--- src/rtl/rect_scan_gen.sv ---
// rect_scan_gen: scans a programmable WxH rectangle at any origin, one pixel
// per valid/ready handshake, in fill or outline mode.
//
// Ports
//   clk, resetn                  clock (rising edge), async active-low reset
//   start                        pulse; latches origin/size/mode when idle
//   xOrigin, yOrigin             top-left corner
//   width, height                rectangle size; a zero in either is an empty scan
//   mode                         0 = fill, 1 = outline (border pixels only)
//   ready                        consumer accepts the current pixel
//   x, y                         registered pixel coordinate (wraps mod 2^XW / 2^YW)
//   addr                         registered row*width+col (sprite ROM index)
//   valid                        x/y/addr hold a pixel to plot
//   busy                         scan in progress
//   done                         one-cycle pulse when a scan ends
//
// Optional feature: define RECT_SCAN_CLIP_EN to skip pixels that fall off
// the SCREEN_W x SCREEN_H screen or whose coordinate sum overflows.
module rect_scan_gen #(
   parameter int XW       = 8,
   parameter int YW       = 7,
   parameter int DIMW     = 8,
   parameter int SCREEN_W = 160,
   parameter int SCREEN_H = 120
) (
   input  logic              clk,
   input  logic              resetn,
   input  logic              start,
   input  logic [XW-1:0]     xOrigin,
   input  logic [YW-1:0]     yOrigin,
   input  logic [DIMW-1:0]   width,
   input  logic [DIMW-1:0]   height,
   input  logic              mode,
   input  logic              ready,
   output logic [XW-1:0]     x,
   output logic [YW-1:0]     y,
   output logic [2*DIMW-1:0] addr,
   output logic              valid,
   output logic              busy,
   output logic              done
);

   typedef enum logic [1:0] {IDLE, SCAN, FIN} state_t;

   state_t            state_q, state_d;
   logic [XW-1:0]     xo_q, xo_d;
   logic [YW-1:0]     yo_q, yo_d;
   logic [DIMW-1:0]   w_q, w_d, h_q, h_d;
   logic              mode_q, mode_d;
   logic [DIMW-1:0]   col_q, col_d, row_q, row_d;
   logic [2*DIMW-1:0] addr_q, addr_d;
   logic [XW-1:0]     x_q, x_d;
   logic [YW-1:0]     y_q, y_d;
   logic              valid_q, valid_d;

   // next pixel position, committed into the registers only when load=1
   logic              load;
   logic [DIMW-1:0]   col_n, row_n;
   logic [2*DIMW-1:0] addr_n;
   logic [XW-1:0]     x_n;
   logic [YW-1:0]     y_n;
   logic              pix_ok;
   logic              last_pix;

`ifdef RECT_SCAN_CLIP_EN
   // Wide sums so that overflow past XW/YW is visible to the clip test.
   logic [31:0] sx, sy;
   always_comb begin
      sx     = 32'(xo_d) + 32'(col_n);
      sy     = 32'(yo_d) + 32'(row_n);
      x_n    = sx[XW-1:0];
      y_n    = sy[YW-1:0];
      pix_ok = (sx < 32'(SCREEN_W)) && (sx < (32'd1 << XW)) &&
               (sy < 32'(SCREEN_H)) && (sy < (32'd1 << YW));
   end
`else
   always_comb begin
      x_n    = xo_d + XW'(col_n);
      y_n    = yo_d + YW'(row_n);
      pix_ok = 1'b1;
   end
   logic unused_screen;
   assign unused_screen = (SCREEN_W > 0) ^ (SCREEN_H > 0);
`endif

   assign last_pix = (row_q == h_q - DIMW'(1)) && (col_q == w_q - DIMW'(1));

   always_comb begin
      state_d = state_q;
      xo_d    = xo_q;
      yo_d    = yo_q;
      w_d     = w_q;
      h_d     = h_q;
      mode_d  = mode_q;
      col_d   = col_q;
      row_d   = row_q;
      addr_d  = addr_q;
      x_d     = x_q;
      y_d     = y_q;
      valid_d = valid_q;
      load    = 1'b0;
      col_n   = col_q;
      row_n   = row_q;
      addr_n  = addr_q;

      case (state_q)
         IDLE: begin
            if (start) begin
               if (width != '0 && height != '0) begin
                  xo_d    = xOrigin;
                  yo_d    = yOrigin;
                  w_d     = width;
                  h_d     = height;
                  mode_d  = mode;
                  col_n   = '0;
                  row_n   = '0;
                  addr_n  = '0;
                  load    = 1'b1;
                  state_d = SCAN;
               end else begin
                  state_d = FIN;
               end
            end
         end
         SCAN: begin
            // A clipped (invalid) pixel advances without waiting for ready.
            if (!valid_q || ready) begin
               if (last_pix) begin
                  valid_d = 1'b0;
                  state_d = FIN;
               end else begin
                  load = 1'b1;
                  if (col_q == w_q - DIMW'(1)) begin
                     col_n  = '0;
                     row_n  = row_q + DIMW'(1);
                     addr_n = addr_q + (2*DIMW)'(1);
                  end else if (mode_q && col_q == '0 && row_q != '0 &&
                               row_q != h_q - DIMW'(1)) begin
                     // outline interior row: jump straight to the right edge
                     col_n  = w_q - DIMW'(1);
                     addr_n = addr_q + (2*DIMW)'(w_q - DIMW'(1));
                  end else begin
                     col_n  = col_q + DIMW'(1);
                     addr_n = addr_q + (2*DIMW)'(1);
                  end
               end
            end
         end
         FIN:     state_d = IDLE;
         default: state_d = IDLE;
      endcase

      if (load) begin
         col_d   = col_n;
         row_d   = row_n;
         addr_d  = addr_n;
         x_d     = x_n;
         y_d     = y_n;
         valid_d = pix_ok;
      end
   end

   always_ff @(posedge clk or negedge resetn) begin
      if (!resetn) begin
         state_q <= IDLE;
         xo_q    <= '0;
         yo_q    <= '0;
         w_q     <= '0;
         h_q     <= '0;
         mode_q  <= 1'b0;
         col_q   <= '0;
         row_q   <= '0;
         addr_q  <= '0;
         x_q     <= '0;
         y_q     <= '0;
         valid_q <= 1'b0;
      end else begin
         state_q <= state_d;
         xo_q    <= xo_d;
         yo_q    <= yo_d;
         w_q     <= w_d;
         h_q     <= h_d;
         mode_q  <= mode_d;
         col_q   <= col_d;
         row_q   <= row_d;
         addr_q  <= addr_d;
         x_q     <= x_d;
         y_q     <= y_d;
         valid_q <= valid_d;
      end
   end

   assign x     = x_q;
   assign y     = y_q;
   assign addr  = addr_q;
   assign valid = valid_q;
   assign busy  = (state_q == SCAN);
   assign done  = (state_q == FIN);

endmodule

--- config.mk ---
export PLATFORM = sky130hd
export DESIGN_NAME = rect_scan_gen
export DESIGN_NICKNAME = d
export VERILOG_FILES = /design/src/rtl/rect_scan_gen.sv
export SDC_FILE = /design/constraint.sdc
export NUM_CORES = 1
export LEC_CHECK = 0
export BUFFER_PORTS_ARGS = -buffer_cell sky130_fd_sc_hd__buf_4
export CORE_UTILIZATION = 55
export DETAILED_ROUTE_END_ITERATION = 7
export GPL_ROUTABILITY_DRIVEN = 0
export HOLD_SLACK_MARGIN = 0.08
export PLACE_DENSITY = 0.85
export REMOVE_ABC_BUFFERS = 1
export SLEW_MARGIN = 20
export SYNTH_ARGS = -nofsm -noshare
export SYNTH_HDL_FRONTEND = slang
export SYNTH_SLANG_ARGS = --single-unit
--- constraint.sdc ---
create_clock -name clk -period 9.5 [get_ports clk]
set_input_delay 0 -clock clk [delete_from_list [all_inputs] [get_ports clk]]
set_output_delay 0 -clock clk [all_outputs]
set_load 0.02 [all_outputs]
==> metrics.md, run 1 <==
| Metric | Value |
|---|---|
| Status | finished, final reports clean |
| Sequential share of power | between 30% and 40% |
| Post-Route WL | 15,900 µm |
| Synth unique cells | 71 |
| Post-Synthesis Cell Area | a little under 6000 µm² |
| Largest stage delay, worst path | between 0.5 and 0.6 ns |
| VDD IR max | between 0.1 and 0.15 mV |
| Metal3 WL | roughly 1100 µm |
| H-tree depth | 3 |
| Setup crit end kind | register |
| Layout Area Growth over Synthesis | 18.1% |
| HPWL after detailed placement | 10,700 µm |
| Post-synth top area share | between 30% and 40% |
| CORE AREA | 10,400 µm² |
| Fmax | roughly 200 MHz |
| Die area | ~11,000 µm² |
| Worst-skew pair later-pin latency | about 0.37 ns |
| Mean routed wirelength per cell | approximately 17 µm |
| Unrepaired setup endpoints after global routing | no |
| CP dominant cell by count | a21oi_1 |
| Highest Signal Layer | met4 |
| Fin. Hold Viols | 0 |
| Clock network fraction of design power | 13.1% |
| CTS clk-pin slew, worst paths | approximately 0.080 ns |
| Layout Nets | ~850 |
| Met2 WL | about 7600 µm |
| Hold WS | roughly 0.23 ns |
| Post-synthesis cell type with the largest combined area | dfrtp_1 |
| 1st-iter DRT viols | 335 |
| CTS tree | built |
| Die W | approximately 110 µm |
| Most numerous cell in the Yosys netlist | nand2_1 |
| Combinational Power Share | about 55% |
| Critical R2R Capture | x[7]$_DFFE_PN0P_ |
| Slew @ Worst Pin | ~0.9 ns |
| First-pass iteration count of the detailed router | 6 |
| Pint | about 1.1 mW |
| Crit. Startpoint | w_q[0]$_DFFE_PN0P_ |
| Initial Utilization | between 50% and 60% |
| Sequential area share after synthesis | roughly a third |
| Rel. slew slack | between 40% and 50% |
| I/O pins | 70 |
| Worst Setup EP | x[7]$_DFFE_PN0P_ |
| Yosys warns | 0 |
| DRC Markers | 0 |
| Psw | between 0.8 and 0.9 mW |
| Overflow after GRT | 0 |
| CP Cell Sequence | nor3_1, nor3b_1, xnor3_1, and4_1, nand3_4, a31o_1, o22ai_1, ha_1, a21o_1, a21oi_1, o21bai_1, a21oi_1, o21ai_0, xor2_1, xnor2_1, o21ai_1 |
| Syn_area_per_cell | approximately 8.6 µm² |
| Placed cell areas | 6460 µm² |
| Total GRT Usage | between 20% and 30% |
| CTS Buf Count | 9 |
| Finished Core Util | about two thirds |
| Row count | 37 |
| FF-to-FF path depth | 16 |
| Most used DFF post-synth | dfrtp_1 |
| CP Launch Type | register |
| Met1 WL | roughly 6700 µm |
| Power Dens Cells | 277 nW/µm² |
| Setup TNS | 0 ns |
| Crit Path Class | register to register |
| Lkg Pwr | 3.37 nW |
| FF-to-FF Start | w_q[0]$_DFFE_PN0P_ |
| Cell depth of the worst setup path | 16 |
| Max stage delay cell, worst path | a31o_1 |
| Crit path DAT | about 5.3 ns |
| HP Class | input port to async pin |
| Required time worst endpoint | between 9 and 10 ns |
| Main area contributors after synthesis | dfrtp_1 35%, nand2_1 8.5%, ha_1 7.4%, xnor2_1 4.4%, o21ai_0 3.5% |
| Max Clock Skew | approximately 0.0050 ns |
| Vias in the first global route | approximately 5,500 |
| Share of async-settable or async-resettable flops after synthesis | between 90% and 100% |
| Clock Path Buffers | 2 |
| First-pass GRT wire length | 26,600 µm |
| Vias per cell | 6.15 |
| Final slew viol count | 0 |
| Final ANT Viol Nets | 0 |
| Final Non-Filler Cells | between 900 and 1,000 |
| Largest net degree at the start of global routing | 83 |
| CTS sink cnt | 82 |
| Period utilisation layout | 53.4% |
| Tmin final | around 5.1 ns |
| Switching Share | 45.3% |
| Synthesis-stage register bit count | 82 |
| Cell family with most CP delay | compound AO/OA/AOI/OAI gates |
| Inst Count DP | roughly 860 |
| Number of synthesized flops with an enable pin | 0 |
| Die Height | ~110 µm |
| Vias | between 5,000 and 6,000 |
| Commonest cells post-synth | 134 x nand2_1, 82 x dfrtp_1, 42 x o21ai_0 |
| R2R setup slack | between 4 and 5 ns |
| Final Setup Violations | 0 |
| ANT cells | 0 |
| Max-cap viol count | 0 |
| Initial antenna violation count | 0 |
| Buf/Inv on CP | 0 |
| Critical path fanouts, max | 20 |
| CTS root buffer | clkbuf_8 |
| Post-Synthesis Cells | between 600 and 700 |
| Layout cells sized above 1 | a little over an eighth |
| IO Port Bufs | 69 |
| Final instance area | approximately 7000 µm² |
[cells in the final DEF, fill, tap and decap left out, types with 8 or more instances in the layout]
cell / Yosys / layout
xor2_1: 17 / 17
ha_1: 35 / 35
mux2i_1: 14 / 14
buf_4: 1 / 70
nor2b_1: 11 / 11
nand2b_1: 8 / 8
o22ai_1: 9 / 9
a21oi_1: 35 / 35
and3_1: 8 / 8
nand2_1: 134 / 134
dfrtp_1: 82 / 82
dlygate4sd3_1: 0 / 35
a21o_1: 11 / 11
o21ai_0: 42 / 42
xnor2_1: 30 / 30
nand3_1: 21 / 21
o2bb2ai_1: 10 / 10
nor3_1: 16 / 15
nor4_1: 13 / 13
inv_1: 26 / 26
clkbuf_8: 0 / 9
nor2_1: 39 / 38
[layer usage]
metal | vias up | track usage [%]
met5 | - | 0
li1 | 2602 | -
met3 | 66 | 6.12
met2 | 242 | 48.6
met4 | 0 | 11.7
met1 | 2702 | 38.6
[area by class of cell]
cell class                 count  area, µm²
sequential                    82       2050
fill                         820       3370
clock buffer                   9        124
tap                          136        170
clock inverter                 5       56.3
inverter                      27        101
timing repair buffer         106        887
multi-input combinational    547       3610
[state kept, by name, indices dropped and copies added, names as in the netlist]
register,count
addr,16
col_q,8
h_q,8
row_q,8
w_q,8
x,8
xo_q,8
y,7
yo_q,7
state_q,2
mode_q,1
valid,1
[worst reg2reg max path: stages (launching register included)]
cell      delay, ns
dfrtp_1        0.47
nor3_1         0.50
nor3b_1        0.45
xnor3_1        0.23
and4_1         0.55
nand3_4        0.19
a31o_1         0.57
o22ai_1        0.42
ha_1           0.30
a21o_1         0.15
a21oi_1        0.21
o21bai_1       0.09
a21oi_1        0.26
o21ai_0        0.16
xor2_1         0.18
xnor2_1        0.13
o21ai_1        0.07
[how the worst min path moves through the flow]
stage	endpoint	slack, ns	cells after the start
after global placement	mode_q$_DFFE_PN0P_	0.20	3
after floorplan	addr[0]$_DFFE_PN0P_	-0.30	0
after global routing	addr[6]$_DFFE_PN0P_	0.33	2
after CTS	mode_q$_DFFE_PN0P_	0.37	4
after detailed placement	mode_q$_DFFE_PN0P_	0.20	3
final	addr[5]$_DFFE_PN0P_	0.23	2
[metrics by stage]
step                total power, mW  setup slack, ns
detailed placement             1.64             4.65
floorplan                      1.34             4.65
global route                   2.08             4.12
global placement               1.57             4.91
CTS                            1.92             4.57
finish                         1.94             4.43
[power groups by stage]
stage	Combinational, mW	Clock [mW]	Sequential, mW
floorplan	0.703	0	0.640
global placement	0.959	0	0.613
detailed placement	1.02	0	0.621
CTS	1.05	0.254	0.617
global route	1.17	0.270	0.638
finish	1.06	0.254	0.622
[logic make-up (layout without fill, tap and decap cells)]
logic type / Yosys count / after routing / share of synthesized area, %
and+or+nand+nor: 274 / 274 / 21.5
AOI/OAI and AO/OA: 168 / 168 / 19.3
DFF: 82 / 82 / 34.6
buffers and inverters: 60 / 147 / 4.71
xor gates and xnor gates: 52 / 52 / 8.87
adders and majority gates: 38 / 38 / 8.40
muxes: 15 / 15 / 2.55
[timing repair]
| item | CTS | global route |
|---|---|---|
| buffers inserted | 0 | 0 |
| hold buffers | 35 | 0 |
| gates resized for setup | 0 | 0 |
| hold endpoints to repair | 117 | 0 |
Power figures use the tool's default switching activity.
==> inputs of run 2 (changes only) <==
- CORE_UTILIZATION: 55 -> 54
- PLACE_DENSITY: 0.85 -> 0.87
- clock period: 9.5 -> 4.2 ns (I/O delays scaled with it)
==> metrics.md, run 2 (synthesized netlist as in run 1, its figures left out) <==
| Metric | Value |
|---|---|
| Status | finished, final reports clean |
| Layout cells sized above 1 | around 18% |
| Max reg flops | 16 |
| Vias per cell | roughly 6.1 |
| CTS Buf Count | 9 |
| Post-Route WL | 16,200 µm |
| Required time worst endpoint | 4.46 ns |
| Fin. Hold Viols | 0 |
| Layout Nets | 867 |
| Mean routed wirelength per cell | between 15 and 20 µm |
| Switching Share | a little under half |
| CTS sink cnt | 82 |
| Initial Utilization | 56.6% |
| Setup TNS | 0 ns |
| H-tree depth | 3 |
| Tmin final | a little over 4 ns |
| Power Dens Cells | approximately 630 nW/µm² |
| Crit Path Class | register to register |
| Final slew viol count | 0 |
| Clock Path Buffers | 2 |
| Die W | ~110 µm |
| Leading cell type in the layout, fill and taps excluded | nand2_1 |
| Pre-CTS WS | approximately 0.026 ns |
| CTS root buffer | clkbuf_8 |
| Clock network fraction of design power | between 10% and 20% |
| Layout Area Growth over Synthesis | 23.0% |
| DRC Markers | 0 |
| Total GRT Usage | 29.2% |
| Final ANT Viol Nets | 0 |
| First-pass GRT wire length | about 26,000 µm |
| Worst-skew pair later-pin latency | 0.39 ns |
| Row count | 37 |
| Crit path DAT | approximately 4.3 ns |
| ANT cells | 0 |
| Fmax | 247 MHz |
| CP Launch Type | register |
| Lkg Pwr | 3.49 nW |
| Final WS setup | 0.148 ns |
| Pint | 2.54 mW |
| Setup crit end kind | register |
| Max-cap viol count | 0 |
| HP Class | input port to async pin |
| I/O pins | 70 |
| Vias in the first global route | ~5,600 |
| 1st-iter DRT viols | 481 |
| CTS clk-pin slew, worst paths | approximately 0.09 ns |
| CTS tree | built |
| Sequential share of power | a little under a third |
| Period utilisation layout | between 90% and 100% |
| CORE AREA | about 10,000 µm² |
| Overflow after GRT | 0 |
| IO Port Bufs | slightly below 70 |
| Combinational Power Share | between 50% and 60% |
| Slew @ Worst Pin | 0.820 ns |
| Vias | about 5,700 |
| Die Height | about 110 µm |
| Psw | 2.08 mW |
| Highest-count cells in the layout ignoring fill and taps | 134 x nand2_1, 90 x buf_4, 81 x dfrtp_1, 39 x o21ai_0, 38 x nor2_1 |
| Die area | around 11,000 µm² |
| Final Setup Violations | 0 |
| FILL cells | 755 |
| Critical path fanouts, max | 6 |
| First-pass iteration count of the detailed router | 5 |
| HPWL after detailed placement | roughly 11,000 µm |
| Largest net degree at the start of global routing | 83 |
| FF-to-FF path depth | 16 |
| Max Clock Skew | 0.0116 ns |
| Rel. slew slack | a little under half |
| Initial antenna violation count | 0 |
| VDD IR max | roughly 0.3 mV |
-- run 2: cell types whose count changed in the layout (fill, tap and decap cells not counted), sizes merged --
| cell | delta |
|---|---|
| buf | +20 |
| clkinv | -2 |
| inv | +2 |
| clkbuf | +1 |
| clkinvlp | +1 |
-- run 2: critical path, cell delays in order (launching register included) --
cell and delay [ns]:
dfrtp_2 0.45, or4_4 0.56, or3_4 0.35, a21oi_2 0.20, o2111ai_4 0.20, o21ai_4 0.28
nor2_1 0.09, a21oi_2 0.16, o22ai_1 0.13, ha_1 0.24, fa_2 0.37, a21oi_2 0.14
o21bai_1 0.12, a21o_1 0.20, a21oi_1 0.16, xor2_1 0.19, o21ai_0 0.10
-- run 2: per-stage QoR --
step	hold slack, ns	instance area (µm²)	std cells	utilization [%]	power [mW]
after floorplan	-0.296	5750	656	-	3.04
after global placement	0.190	6570	877	62.7	3.61
after detailed placement	0.194	6570	877	62.7	3.72
after CTS	0.338	7140	928	68.3	4.43
after global routing	0.314	7290	934	69.7	4.93
final	0.235	7290	934	69.7	4.62
-- run 2: final cells by class --
class / count / area, µm² / area share (%)
multi-input cells: 547 / 3720 / 51.0
flip-flops and latches: 82 / 2050 / 28.2
repair buffers: 126 / 1040 / 14.2
well taps: 136 / 170 / 2.33
clock buffers: 10 / 138 / 1.89
inverters: 27 / 101 / 1.39
clock inverters: 6 / 71.3 / 0.978
-- run 2: worst paths after layout --
check                                         end          startpoint  slack (ns)
min in group clk               w_q[3]$_DFFE_PN0P_            width[3]        0.34
max                              x[6]$_DFFE_PN0P_  h_q[3]$_DFFE_PN0P_        0.15
max reg2reg                      x[6]$_DFFE_PN0P_  h_q[3]$_DFFE_PN0P_        0.15
max in group asynchronous      h_q[3]$_DFFE_PN0P_              resetn        3.43
min reg2reg                      y[0]$_DFFE_PN0P_    y[0]$_DFFE_PN0P_        0.48
min                        state_q[1]$_DFFE_PN0P_              resetn        0.24
-- run 2: layer usage --
layer	vias to the layer above	share of wire, %	track usage [%]
met2	270	48	47.9
met3	66	7.4	4.98
met1	2733	41	36.1
met5	-	0	0
met4	0	4.0	17.3
li1	2642	-	-
-- run 2: power groups by stage --
stage,sequential (mW),clock (mW),combinational [mW]
after detailed placement,1.40,0,2.32
after CTS,1.38,0.630,2.41
after global routing,1.45,0.655,2.82
after global placement,1.38,0,2.23
after floorplan,1.45,0,1.59
final,1.41,0.630,2.58
-- run 2: repair_timing --
action | CTS | global route
pin swaps | 0 | 7
setup buffers | 0 | 6
setup endpoints to repair | 1 | 4
gates resized for setup | 2 | 26
hold buffers | 35 | 0
hold endpoints to repair | 118 | 0
